$ cat src/rtl/spatial_encoder_if.sv
// Bus bundle for spatial_encoder: the per-channel (im, projm) input stream
// and the spatial HV output stream, each with valid/ready.
// Width comes from `HV_DIMENSION (defaulted here when not set by the build).

`ifndef HV_DIMENSION
`define HV_DIMENSION 64
`endif

interface spatial_encoder_if #(
   parameter int dim = `HV_DIMENSION
);
   logic [dim-1:0] im;
   logic [dim-1:0] projm;
   logic           din_valid;
   logic           din_ready;
   logic [dim-1:0] hvout;
   logic           dout_valid;
   logic           dout_ready;

   // Producer of channel data and consumer of spatial HVs
   modport master (
      output im, projm, din_valid, dout_ready,
      input  din_ready, hvout, dout_valid
   );

   // The encoder itself
   modport slave (
      input  im, projm, din_valid, dout_ready,
      output din_ready, hvout, dout_valid
   );
endinterface

$ cat src/rtl/spatial_encoder.sv
// spatial_encoder: binds each channel pair (im ^ projm) and bundles the
// num_channel bound HVs of one sample by per-dimension majority vote.
// Optional feature macro: SPATIAL_TIEBREAK_EN -- when defined, a tie
// (exactly half the votes, even num_channel) takes channel 0's bound bit;
// when undefined, ties resolve to 0 and no tie register exists.

`ifndef HV_DIMENSION
`define HV_DIMENSION 64
`endif

module spatial_encoder #(
   parameter int num_channel = 32,
   parameter int cnt_width   = $clog2(num_channel + 1)
) (
   input logic              clk,
   input logic              rst,
   spatial_encoder_if.slave bus
);

   localparam int dim = `HV_DIMENSION;
   localparam logic [cnt_width-1:0] last_idx  = cnt_width'(num_channel - 1);
   // num_channel compared against twice the vote total avoids halving
   localparam logic [cnt_width:0]   threshold = (cnt_width + 1)'(num_channel);

   typedef enum logic [0:0] {
      ACCUM = 1'b0,
      DONE  = 1'b1
   } state_t;

   state_t               state;
   state_t               state_next;
   logic                 din_ready_r;
   logic                 dout_valid_r;
   logic [dim-1:0]       hvout_r;
   logic [cnt_width-1:0] chan_idx;
   logic [cnt_width-1:0] cnt   [dim];
   logic [cnt_width-1:0] total [dim];
   logic [dim-1:0]       bound;
   logic [dim-1:0]       maj;
   logic [dim-1:0]       tie_bit;
   logic                 accept;
   logic                 last;

   assign bus.din_ready  = din_ready_r;
   assign bus.dout_valid = dout_valid_r;
   assign bus.hvout      = hvout_r;

`ifdef SPATIAL_TIEBREAK_EN
   logic [dim-1:0] tie_reg;

   // Capture channel 0's bound HV as the tie-break reference of each sample
   always_ff @(posedge clk or posedge rst) begin
      if (rst) begin
         tie_reg <= '0;
      end else if (accept && (chan_idx == '0)) begin
         tie_reg <= bound;
      end else begin
         tie_reg <= tie_reg;
      end
   end

   // Ties follow the captured channel 0 bit
   always_comb begin
      tie_bit = tie_reg;
   end
`else
   // Ties resolve to 0
   always_comb begin
      tie_bit = '0;
   end
`endif

   // Bind, handshake decode and next-state selection
   always_comb begin
      bound      = bus.im ^ bus.projm;
      accept     = bus.din_valid & din_ready_r;
      last       = accept && (chan_idx == last_idx);
      state_next = state;
      case (state)
         ACCUM: begin
            if (last) begin
               state_next = DONE;
            end else begin
               state_next = ACCUM;
            end
         end
         DONE: begin
            if (dout_valid_r && bus.dout_ready) begin
               state_next = ACCUM;
            end else begin
               state_next = DONE;
            end
         end
         default: begin
            state_next = ACCUM;
         end
      endcase
   end

   // Per-dimension running total including the channel being accepted, and its majority
   always_comb begin
      for (int d = 0; d < dim; d++) begin
         total[d] = cnt[d] + cnt_width'(bound[d]);
         if ({total[d], 1'b0} > threshold) begin
            maj[d] = 1'b1;
         end else if ({total[d], 1'b0} == threshold) begin
            maj[d] = tie_bit[d];
         end else begin
            maj[d] = 1'b0;
         end
      end
   end

   // State register with registered handshake outputs
   always_ff @(posedge clk or posedge rst) begin
      if (rst) begin
         state        <= ACCUM;
         din_ready_r  <= 1'b1;
         dout_valid_r <= 1'b0;
      end else begin
         state        <= state_next;
         din_ready_r  <= (state_next == ACCUM);
         dout_valid_r <= (state_next == DONE);
      end
   end

   // Vote counters, channel index and the held spatial HV
   always_ff @(posedge clk or posedge rst) begin
      if (rst) begin
         chan_idx <= '0;
         hvout_r  <= '0;
         for (int d = 0; d < dim; d++) begin
            cnt[d] <= '0;
         end
      end else if (last) begin
         chan_idx <= '0;
         hvout_r  <= maj;
         for (int d = 0; d < dim; d++) begin
            cnt[d] <= '0;
         end
      end else if (accept) begin
         chan_idx <= chan_idx + cnt_width'(1);
         for (int d = 0; d < dim; d++) begin
            cnt[d] <= total[d];
         end
      end else begin
         chan_idx <= chan_idx;
      end
   end

endmodule

$ cat src/flat_wrapper.sv
// flat-port wrapper written by rule: the top's interface ports become plain ports
module spatial_encoder_flat 
#(
   parameter int num_channel = 32,
   parameter int cnt_width   = $clog2(num_channel + 1)
)
  (clk, rst, bus_im, bus_projm, bus_din_valid, bus_dout_ready, bus_din_ready, bus_hvout, bus_dout_valid);
  spatial_encoder_if bus_i ();
  input logic clk;
  input logic rst;
  input wire logic [$bits(bus_i.im)-1:0] bus_im;
  input wire logic [$bits(bus_i.projm)-1:0] bus_projm;
  input wire logic [$bits(bus_i.din_valid)-1:0] bus_din_valid;
  input wire logic [$bits(bus_i.dout_ready)-1:0] bus_dout_ready;
  output wire logic [$bits(bus_i.din_ready)-1:0] bus_din_ready;
  output wire logic [$bits(bus_i.hvout)-1:0] bus_hvout;
  output wire logic [$bits(bus_i.dout_valid)-1:0] bus_dout_valid;
  assign bus_i.im = bus_im;
  assign bus_i.projm = bus_projm;
  assign bus_i.din_valid = bus_din_valid;
  assign bus_i.dout_ready = bus_dout_ready;
  assign bus_din_ready = bus_i.din_ready;
  assign bus_hvout = bus_i.hvout;
  assign bus_dout_valid = bus_i.dout_valid;
  spatial_encoder #(.num_channel(num_channel), .cnt_width(cnt_width)) u_core (.clk(clk), .rst(rst), .bus(bus_i));
endmodule
$ cat config.mk
export PLATFORM = sky130hd
export DESIGN_NAME = spatial_encoder_flat
export DESIGN_NICKNAME = d
export VERILOG_FILES = /design/src/rtl/spatial_encoder_if.sv /design/src/rtl/spatial_encoder.sv /design/src/flat_wrapper.sv
export SDC_FILE = /design/constraint.sdc
export NUM_CORES = 1
export LEC_CHECK = 0
export ABC_CLOCK_PERIOD_IN_PS = 17160
export CORE_MARGIN = 5
export CORE_UTILIZATION = 48
export CTS_CLUSTER_SIZE = 28
export DETAILED_ROUTE_END_ITERATION = 12
export GPL_ROUTABILITY_DRIVEN = 0
export PLACE_DENSITY = 0.68
export SYNTH_ARGS = -nofsm -noshare
export SYNTH_HDL_FRONTEND = slang
export SYNTH_SLANG_ARGS = --single-unit
$ cat constraint.sdc
create_clock -name clk -period 17.16 [get_ports clk]
set_input_delay 1.716 -clock clk [delete_from_list [all_inputs] [get_ports clk]]
set_output_delay 1.716 -clock clk [all_outputs]
set_load 0.1 [all_outputs]
; Yosys cells after proc, flatten, opt, wreduce, memory -nomap -nowiden
; Cells that the tools add are included.
[classes]
n_lt_le_gt_ge = 64
muxes = 71
bitwise_logic = 4
eq_ne = 1
addsub = 65
n_reduce_logical = 3
[ops]
columns = op, count
row1 = two-way mux 384 bit, 2
row2 = > comparator 7 x 6 -> 1 bit (second input constant), 64
row3 = adder 6 x 1 -> 6 bit, 64
row4 = two-way mux 1 bit, 66
row5 = bitwise XOR 64 bit, 1
row6 = two-way mux 6 bit, 2
row7 = adder 6 x 1 -> 6 bit (second input constant), 1
row8 = equality test 6 x 5 -> 1 bit (second input constant), 1
row9 = logical AND 1 bit, 2
row10 = NOT 1 bit, 2
row11 = case mux 1 bit (2 select lines), 1
row12 = nonzero test 2 bit, 1
row13 = bitwise AND 1 bit, 1
[word_totals]
wordCells = 276
output_inout_bits = 66
in_bits = 132
ff_bits = 456

; Longest topological paths before layout
; Gate-level depths: netlist (run 1).
[depth]
depth_word = 5
ltp_mapped = 9
mapped_depth_nobuf = 7

; Worst setup path before layout (run 1)
; Ideal clock, no wire load.
[synth_path]
kind = input to register
from = input port bus_projm[0]
to = register u_core.hvout_r[0], in the netlist u_core.bus.hvout[0]
t_required_ps = 17030
setup_time_ps = 130
stages = 7
arrival_ps = 3196
n_path_buf = 0
setup_slack_ps = 13834
path_cell_list = xor2_1 -> ha_1 -> ha_1 -> or4_1 -> a21oi_1 -> a211o_1 -> a31oi_1
[synth_between]
elab_chain_len = 4
[synth_rtl]
columns = element, line_no
row1 = from (decl), flat_wrapper.sv:12  ; input wire logic [$bits(bus_i.projm)-1:0] bus_projm;
row2 = bitwise XOR 64 bit, spatial_encoder.sv:75  ; bound = bus.im ^ bus.projm;
row3 = adder 6 x 1 -> 6 bit, spatial_encoder.sv:103  ; total[d] = cnt[d] + cnt_width'(bound[d]);
row4 = > comparator 7 x 6 -> 1 bit, spatial_encoder.sv:104  ; if ({total[d], 1'b0} > threshold) begin
row5 = two-way mux 1 bit, spatial_encoder.sv:104
row6 = to (signal assigned), spatial_encoder.sv:137  ; hvout_r <= maj;
row7 = to (decl), spatial_encoder.sv:34  ; logic [dim-1:0] hvout_r;
; Every way passes these cells.
; A chain may end at the register's enable or synchronous reset.

; Worst setup path in the final report (run 1)
[layout_path]
from = input port bus_din_valid
to = register u_core.cnt[327] in the netlist's numbering
[layout_between]
elab_chain_len = 3
word_cells_on_any_way = 4
classes_between = mux: 1 / bitwise: 1 / reduce/logical: 2
[layout_rtl]
columns = element, line_no
row1 = from (decl), flat_wrapper.sv:13  ; input wire logic [$bits(bus_i.din_valid)-1:0] bus_din_valid;
row2 = bitwise AND 1 bit *, spatial_encoder.sv:76  ; accept = bus.din_valid & din_ready_r;
row3 = logical AND 1 bit, spatial_encoder.sv:77  ; last = accept && (chan_idx == last_idx);
row4 = two-way mux 384 bit / nonzero test 2 bit (equally long branches), -
row5 = "to (signal, indexed assignment)", spatial_encoder.sv:144  ; cnt[d] <= total[d];
row6 = to (decl), spatial_encoder.sv:36  ; logic [cnt_width-1:0] cnt [dim];
; Mark *: on every way between the ends. The rest lies on a longest branch, timed or not.

==> impl_metrics.yaml, run 1 <==
global_routing:
  grt_max_degree: 262
  grt_pass1_wl_um: 101000
  grt.overflow.total: 0
  first_global_vias: 20618
  grt.total_usage_pct: 20.2
  antenna_found_initial: 0
clocking:
  cts_setup_buffers: 0
  cts.sink_count: 456
  h-tree-depth: 2
  path_clk_slew_ns: 0.06
  cts_root_buffer: "clkbuf_16"
  cts_made_buffers: 50
  holdBufCountCts: 0
  cts_buffer_depth: 3
  postCtsResizedCells: 0
  cts_tree: "built"
  clk_latency_ns: 0.59
finish:
  final_cell_mix: "455 x dfrtp_1, 269 x a21oi_1, 263 x a31oi_1"
  layout-drive-gt1-share_pct: 3.48
  fillers: 4561
  design_area_um2: 29700
  final_cells: 3504
  num_antenna_cells: 0
  fin_nets: 3040
  final_common_cell: "dfrtp_1"
  area_delta_synth_final_pct: 15.7
floorplanning:
  rows: 84
  ios: 198
  dieArea_um2: 58200
  die_y_um: 241
  core_um2: 52800
  start_util_pct: 48.6
  die_w_um: 241
power:
  power.internal_mw: 2.77
  share_comb_of_total_power_pct: 34.8
  p_per_area_nw_per_um2: 154
  irDropWorstVdd_mv: 0.108
  power.leakage_nw: 12.5
  switching_share_pct: 39.4
  seqPwrFrac_pct: 40.2
  power.share.clock_pct: 25.0
  power_switching_mw: 1.81
  total_power_mw: 4.58
run_status:
  status: "complete, no violations"
setup_path:
  end_kind: "flop"
  start_kind: "input port"
  crit_type: "input port to flop"
  required_ns: 17.67
  cp.arrival_ns: 5.30
  cp_max_fo: 261
placed_design:
  dp.cells: 3415
  placed_cell_area_um2: 27900
  port_buffers: 197
  hpwl_um: 36300
drt:
  drtAntennaViolNets: 0
  drc: 0
  vias: 21557
  drt_wl_total_um: 60600
  drt-wirelength-per-cell_um: 17.3
  drtIter0Drc: 1810
  viasPerCell: 6.15
  first_pass_iters: 7
synth:
  yosysWarnings: 0
  synth_cell_type_count: 41
  synth_edf_count: 0
  synthesis.nets: 2914
  yosysSeqAreaShare_pct: 44.5
  netlist_instances: 2653
  synth_top_cell_area_share_pct: 44.4
  synth_area_leaders: "dfrtp_1 44%, a31oi_1 6.4%, ha_1 6.3%"
  synth-seq-cells: 456
  ys_async_sr_fraction_pct: 100
  yosys.area.top_type: "dfrtp_1"
  synth_ff_type: "dfrtp_1"
  syn_area_um2: 25700
  syn_area_per_cell_um2: 9.67
timing:
  clock-skew-final_ns: 0.0193
  rsz0062_at_grt: "false"
  min_period_over_period_pct: 27.9
  worst_pin_slew_ns: 1.12
  setup_tns_ns: 0
  period_needed_ns: 4.79
  max_freq_ghz: 0.209
  slew_headroom_pct: 25.1
  slew_viol_final: 0
  hold_viol: 0
  finalSetupViolCount: 0
worst_hold_path:
  hold_path_class: "flop to flop"
flow_run:
  cap_violations: 0
flip-flops by register name, indices dropped and copies added (netlist names):
name,flops
u_core.cnt,384
u_core.bus.hvout,64
u_core.chan_idx,6
u_core.bus.din_ready,1
u_core.state,1
worst max-delay path: stages:
cell             delay, ns
clkdlybuf4s50_1       0.52
nand2_4               0.47
a21oi_4               0.35
buf_12                0.76
buf_12                0.73
a41oi_1               0.21
a31oi_1               0.18
cell type report:
class | instances | area [um^2] | area share [%]
tap | 688 | 861 | 2.90
timing repair buffer | 209 | 2090 | 7.03
multi-input combinational | 2007 | 13400 | 45.0
inverter | 55 | 214 | 0.721
clock buffer | 81 | 1580 | 5.33
clock inverter | 8 | 165 | 0.557
sequential | 456 | 11400 | 38.5
synthesized netlist by cell type (12+ instances only):
| library cell | n |
|---|---|
| inv_1 | 55 |
| or3_1 | 53 |
| nor2_1 | 130 |
| xor2_1 | 65 |
| a22o_1 | 128 |
| nand3_1 | 103 |
| nand2_1 | 227 |
| o21bai_1 | 15 |
| ha_1 | 129 |
| o311ai_0 | 38 |
| or2b_1 | 12 |
| and3_1 | 54 |
| buf_6 | 13 |
| dfrtp_1 | 455 |
| nor4_1 | 15 |
| a31oi_1 | 263 |
| a41oi_1 | 49 |
| or4_1 | 38 |
| clkbuf_1 | 73 |
| a21oi_1 | 269 |
| a211o_1 | 38 |
| buf_4 | 20 |
| nand2b_1 | 104 |
| buf_2 | 27 |
| xnor2_1 | 66 |
| a2111o_1 | 38 |
| a22oi_1 | 15 |
| o221ai_1 | 26 |
| o21ai_0 | 92 |
metal layers:
layer | up-vias | routed length (um) | share of wire, % | global-route usage (%)
met5 | - | 0 | 0 | 0
met4 | 0 | 1270 | 2.1 | 5.83
met3 | 90 | 2900 | 4.8 | 2.96
met2 | 482 | 28300 | 47 | 32.8
met1 | 10546 | 28200 | 46 | 28.6
li1 | 10439 | - | - | -
power by group through the flow:
stage	registers [mW]	logic, mW	clock network (mW)
2_1_floorplan	1.97	1.05	0
3_3_place_gp	1.82	1.52	0
3_5_place_dp	1.84	1.59	0
4_1_cts	1.83	1.60	1.18
5_1_grt	1.90	1.76	1.22
6_report	1.84	1.59	1.15
path summary, 6_finish.rpt:
check,start,to,slack (ns),cells past startpoint
max,bus_din_valid,u_core.cnt[327],12.37,7
min,u_core.cnt[347],u_core.cnt[347],0.50,2
max reg2reg,u_core.bus.din_ready,u_core.cnt[327],13.48,6
min reg2reg,u_core.cnt[347],u_core.cnt[347],0.50,2
max in group asynchronous,rst,u_core.cnt[29],13.09,4
min in group asynchronous,rst,u_core.cnt[227],1.70,2
metrics by stage:
stage          hold slack (ns)  worst slack [ns]  utilization (%)
2_1_floorplan            0.458              2.73                -
3_3_place_gp             0.478             11.82             52.9
3_5_place_dp             0.484             11.75             52.9
4_1_cts                  0.493             12.35             56.2
5_1_grt                  0.510             12.08             56.2
6_report                 0.497             12.37             56.2
cells by family after synthesis:
logic type / Yosys count / share of synthesized area [%]
adders and majority gates: 129 / 6.29
buffers and inverters: 190 / 3.59
DFF: 456 / 44.5
xor gates and xnor gates: 131 / 4.47
muxes: 2 / 0.0878
AOI/OAI and AO/OA: 1006 / 26.8
and+or+nand+nor: 739 / 14.3
No activity file was read; power rests on OpenSTA's default activity.
==> run 2, diff against run 1 <==
--- a/config.mk
+++ b/config.mk
@@ -5,13 +5,13 @@
 export SDC_FILE = /design/constraint.sdc
 export NUM_CORES = 1
 export LEC_CHECK = 0
-export ABC_CLOCK_PERIOD_IN_PS = 17160
+export ABC_CLOCK_PERIOD_IN_PS = 3900
 export CORE_MARGIN = 5
 export CORE_UTILIZATION = 48
 export CTS_CLUSTER_SIZE = 28
 export DETAILED_ROUTE_END_ITERATION = 12
 export GPL_ROUTABILITY_DRIVEN = 0
-export PLACE_DENSITY = 0.68
+export PLACE_DENSITY = 0.7
 export SYNTH_ARGS = -nofsm -noshare
 export SYNTH_HDL_FRONTEND = slang
 export SYNTH_SLANG_ARGS = --single-unit
==> constraint.sdc (replaced) <==
create_clock -name clk -period 3.9 [get_ports clk]
set_input_delay 0.39 -clock clk [delete_from_list [all_inputs] [get_ports clk]]
set_output_delay 0.39 -clock clk [all_outputs]
set_load 0.1 [all_outputs]
==> impl_metrics.yaml, run 2 (synthesized netlist as in run 1, its figures left out) <==
timing:
  setup_tns_ns: 0
  final.setup.worst_slack_ns: 1.20
  hold_viol: 0
  min_period_over_period_pct: 69.3
  slew_headroom_pct: 23.1
  fin_worst_hold_slack_ns: 0.286
  max_freq_ghz: 0.370
  worst_pin_slew_ns: 1.15
  period_needed_ns: 2.70
  clock-skew-final_ns: 0.0181
  slew_viol_final: 0
  finalSetupViolCount: 0
  rsz0062_at_grt: "false"
placed_design:
  placed_cell_area_um2: 28200
  port_buffers: 197
  hpwl_um: 37600
  pre_cts_slack_ns: 1.13
  dp.cells: 3430
finish:
  regMostFlops: "u_core.cnt"
  final_cell_mix: "455 x dfrtp_1, 269 x a21oi_1, 263 x a31oi_1"
  largest_register_ffs: 384
  area_delta_synth_final_pct: 16.4
  layout-drive-gt1-share_pct: 4.02
  design_area_um2: 29900
  final_common_cell: "dfrtp_1"
  num_antenna_cells: 0
  final_cells: 3525
  post-route-util_pct: 56.6
  fin_nets: 3057
power:
  power.share.clock_pct: 24.0
  irDropWorstVdd_mv: 0.359
  total_power_mw: 19.9
  seqPwrFrac_pct: 40.7
  power_switching_mw: 7.96
  power.internal_mw: 12.0
  switching_share_pct: 40.0
  share_comb_of_total_power_pct: 35.3
  power.leakage_nw: 12.6
  p_per_area_nw_per_um2: 667
clocking:
  h-tree-depth: 2
  cts_made_buffers: 52
  holdBufCountCts: 0
  cts.sink_count: 456
  cts_tree: "built"
  cts_buffer_depth: 3
  cts_root_buffer: "clkbuf_16"
  path_clk_slew_ns: 0.06
  cts_setup_buffers: 0
  postCtsResizedCells: 0
  clk_latency_ns: 0.59
global_routing:
  grt.met3_usage_pct: 2.96
  grt_max_degree: 162
  grt_util_met2_pct: 33.8
  antenna_found_initial: 0
  first_global_vias: 20923
  grt_pass1_wl_um: 101000
  grt-busiest-layer: "met2"
  grt.total_usage_pct: 20.3
  grt.overflow.total: 0
  grt_use_met1_pct: 28.0
setup_path:
  end_kind: "output pin"
  crit_buf_inv: 1
  worstPathCellList: "clkdlybuf4s50_1"
  cp_max_fo: 3
  crit_type: "flop to output pin"
  startpoint: "u_core.bus.din_ready"
  path_delay_family: "buffers and inverters"
  required_ns: 3.51
  r2r_start: "u_core.bus.din_ready"
  cp_slowest_cell: "clkdlybuf4s50_1"
  start_kind: "flop"
  max_stage_delay_ns: 1.15
  cp.arrival_ns: 2.31
drt:
  viasPerCell: 6.15
  vias: 21670
  drtIter0Drc: 1804
  first_pass_iters: 6
  drtAntennaViolNets: 0
  drt-wirelength-per-cell_um: 17.2
  drt_wl_total_um: 60500
  drc: 0
floorplanning:
  start_util_pct: 48.6
  ios: 198
  rows: 84
  dieArea_um2: 58200
  die_y_um: 241
  core_um2: 52800
  die_w_um: 241
flow_run:
  cap_violations: 0
run_status:
  status: "complete, no violations"
worst_hold_path:
  hold_path_class: "input port to asynchronous set/reset pin"
run 2: cell types whose count changed in the layout (fill, tap and decap cells not counted):
| cell | previous run | this run |
|---|---|---|
| buf_12 | 2 | 16 |
| buf_4 | 10 | 11 |
| bufinv_16 | 5 | 2 |
| clkbuf_1 | 13 | 17 |
| clkbuf_8 | 15 | 9 |
| clkinv_2 | 3 | 10 |
| clkinvlp_4 | 0 | 2 |
| inv_6 | 0 | 3 |
| inv_8 | 1 | 0 |
| nand3_1 | 102 | 103 |
| nand3_2 | 1 | 0 |
run 2: area by class of cell:
| class | count | area [um^2] |
|---|---|---|
| clock inverters | 16 | 144 |
| inverters | 55 | 210 |
| fillers | 4452 | 22900 |
| flip-flops and latches | 456 | 11400 |
| repair buffers | 224 | 2370 |
| well taps | 688 | 861 |
| multi-input cells | 2007 | 13300 |
| clock buffers | 79 | 1510 |
run 2: final timing paths:
| check | cells after the start | endpoint | slack (ns) |
|---|---|---|---|
| setup reg to reg | 5 | u_core.bus.hvout[1] | 1.69 |
| hold reg to reg | 1 | u_core.chan_idx[4] | 0.49 |
| hold / removal | 2 | u_core.bus.hvout[26] | 0.29 |
| min in group clk | 2 | u_core.bus.din_ready | 0.44 |
| max in group asynchronous | 4 | u_core.cnt[364] | 2.55 |
| setup / recovery | 1 | bus_din_ready | 1.20 |
run 2: metal layers:
| metal | wire length, um | vias up |
|---|---|---|
| met5 | 0 | - |
| met4 | 1180 | 0 |
| met3 | 2990 | 86 |
| met2 | 28500 | 525 |
| met1 | 27800 | 10578 |
| li1 | - | 10481 |
run 2: power groups by stage:
stage | Clock [mW] | Combinational [mW] | Sequential, mW
finish | 4.78 | 7.03 | 8.11
global route | 5.11 | 7.80 | 8.38
CTS | 4.94 | 7.05 | 8.05
detailed placement | 0 | 7.03 | 8.09
global placement | 0 | 6.71 | 7.99
floorplan | 0 | 4.60 | 8.68
==> run 3, diff against run 2 <==
--- a/config.mk
+++ b/config.mk
@@ -5,7 +5,7 @@
 export SDC_FILE = /design/constraint.sdc
 export NUM_CORES = 1
 export LEC_CHECK = 0
-export ABC_CLOCK_PERIOD_IN_PS = 3900
+export ABC_CLOCK_PERIOD_IN_PS = 2450
 export CORE_MARGIN = 5
 export CORE_UTILIZATION = 48
 export CTS_CLUSTER_SIZE = 28
==> constraint.sdc (replaced) <==
create_clock -name clk -period 2.45 [get_ports clk]
set_input_delay 0.245 -clock clk [delete_from_list [all_inputs] [get_ports clk]]
set_output_delay 0.245 -clock clk [all_outputs]
set_load 0.1 [all_outputs]
==> impl_metrics.yaml, run 3 (synthesized netlist as in run 1, its figures left out) <==
timing:
  max_freq_ghz: 0.453
  slew_headroom_pct: 32.2
  period_needed_ns: 2.21
  min_period_over_period_pct: 90.2
  setup_tns_ns: 0
  clock-skew-final_ns: 0.0190
  worst_pin_slew_ns: 1.02
  slew_viol_final: 0
  final.setup.worst_slack_ns: 0.241
  hold_viol: 0
  finalSetupViolCount: 0
  fin_worst_hold_slack_ns: 0.296
  rsz0062_at_grt: "false"
global_routing:
  first_global_vias: 21197
  grt.overflow.total: 0
  antenna_found_initial: 1
  grt_max_degree: 118
  grt_pass1_wl_um: 102000
  grt.total_usage_pct: 20.4
power:
  irDropWorstVdd_mv: 0.619
  share_comb_of_total_power_pct: 35.5
  power_switching_mw: 12.7
  switching_share_pct: 39.6
  p_per_area_nw_per_um2: 1060
  power.internal_mw: 19.4
  seqPwrFrac_pct: 40.1
  power.share.clock_pct: 24.4
  total_power_mw: 32.1
  power.leakage_nw: 13.1
setup_path:
  crit_buf_inv: 0
  r2r-end: "u_core.cnt[262]"
  cp.arrival_ns: 2.67
  path_delay_family: "compound AO/OA/AOI/OAI gates"
  crit_end: "u_core.cnt[262]"
  start_kind: "flop"
  crit_type: "flop to flop"
  r2r_start: "u_core.chan_idx[0]"
  cp_max_fo: 84
  max_stage_delay_ns: 0.86
  worstPathCellList: "ha_1, and3_1, a21o_4, or3_1, o21ai_0"
  end_kind: "flop"
  cp_num_cells: 5
  reg2regPathDepth: 5
  startpoint: "u_core.chan_idx[0]"
  rrSetupSlack_ns: 0.24
  cp_slowest_cell: "a21o_4"
  required_ns: 2.92
floorplanning:
  core_um2: 52800
  ios: 198
  start_util_pct: 48.6
  die_y_um: 241
  rows: 84
  die_w_um: 241
  dieArea_um2: 58200
finish:
  fin_nets: 3120
  largest_register_ffs: 384
  regMostFlops: "u_core.cnt"
  post-route-util_pct: 57.4
  final_common_cell: "dfrtp_1"
  layout-drive-gt1-share_pct: 8.49
  num_antenna_cells: 0
  fillers: 4406
  final_cell_mix: "455 x dfrtp_1, 269 x a21oi_1, 263 x a31oi_1"
  area_delta_synth_final_pct: 18.1
clocking:
  postCtsResizedCells: 0
  clk_latency_ns: 0.60
  cts_tree: "built"
  h-tree-depth: 2
  cts_made_buffers: 52
  cts_root_buffer: "clkbuf_16"
  holdBufCountCts: 1
  cts_buffer_depth: 3
  cts.sink_count: 456
  cts_setup_buffers: 0
  path_clk_slew_ns: 0.06
worst_hold_path:
  hold_path_class: "input port to flop"
drt:
  drt-wirelength-per-cell_um: 17.0
  drc: 0
  vias: 22038
  drt_wl_total_um: 60900
  viasPerCell: 6.15
  drtIter0Drc: 1837
  first_pass_iters: 7
  drtAntennaViolNets: 0
placed_design:
  hpwl_um: 38600
  pre_cts_slack_ns: -0.0766
  port_buffers: 197
run_status:
  status: "complete, no violations"
flow_run:
  cap_violations: 0
[run 3: cell count changes in the layout (fill, tap and decap cells not counted), moves of 2 or more]
cell             before  now
inv_6                 3    1
buf_4                11  134
clkbuf_8              9   15
clkbuf_1             17   11
clkdlybuf4s50_1     197  131
buf_12               16   21
[run 3: final cells by class]
class,count,area (um^2),area share [%]
Clock inverter,13,130,0.429
Inverter,55,210,0.694
Tap cell,688,861,2.84
Clock buffer,80,1600,5.28
Timing Repair Buffer,287,2750,9.07
Multi-Input combinational cell,2007,13300,44.0
Sequential cell,456,11400,37.7
[run 3: power by group through the flow]
stage | registers [mW] | logic, mW | clock network, mW
3_5_place_dp | 12.9 | 11.4 | 0
6_report | 12.9 | 11.4 | 7.83
5_1_grt | 13.3 | 12.6 | 8.35
3_3_place_gp | 12.7 | 10.9 | 0
2_1_floorplan | 13.8 | 7.33 | 0
4_1_cts | 12.8 | 11.4 | 8.06
[run 3: worst min path at each step]
| stage | start | slack, ns | cells after the start | end |
|---|---|---|---|---|
| 2_1_floorplan | bus_dout_ready | 0.41 | 1 | u_core.bus.din_ready |
| 3_3_place_gp | u_core.chan_idx[4] | 0.48 | 1 | u_core.chan_idx[4] |
| 3_5_place_dp | u_core.chan_idx[4] | 0.48 | 1 | u_core.chan_idx[4] |
| 4_1_cts | bus_dout_ready | 0.25 | 2 | u_core.bus.din_ready |
| 5_1_grt | bus_dout_ready | 0.27 | 2 | u_core.bus.din_ready |
| 6_report | bus_dout_ready | 0.30 | 2 | u_core.bus.din_ready |
[run 3: layer usage]
metal	track usage (%)	wire [um]	share of wire (%)	up-vias
li1	-	-	-	10628
met1	27.9	27600	45	10776
met2	33.9	29000	48	536
met3	3.12	3080	5.1	96
met4	6.02	1200	2.0	2
met5	0	13	0.021	-
[run 3: worst reg2reg max path, stage by stage (launching register included)]
cell and delay (ns):
dfrtp_1 0.38, ha_1 0.17, and3_1 0.34, a21o_4 0.86, or3_1 0.24, o21ai_0 0.10
[run 3: per-stage QoR]
| step | cells | area, um^2 |
|---|---|---|
| 6_report | 3586 | 30300 |
| 5_1_grt | 3586 | 30300 |
| 4_1_cts | 3586 | 30300 |
| 3_5_place_dp | 3492 | 28600 |
| 3_3_place_gp | 3492 | 28600 |
| 2_1_floorplan | 2653 | 25700 |
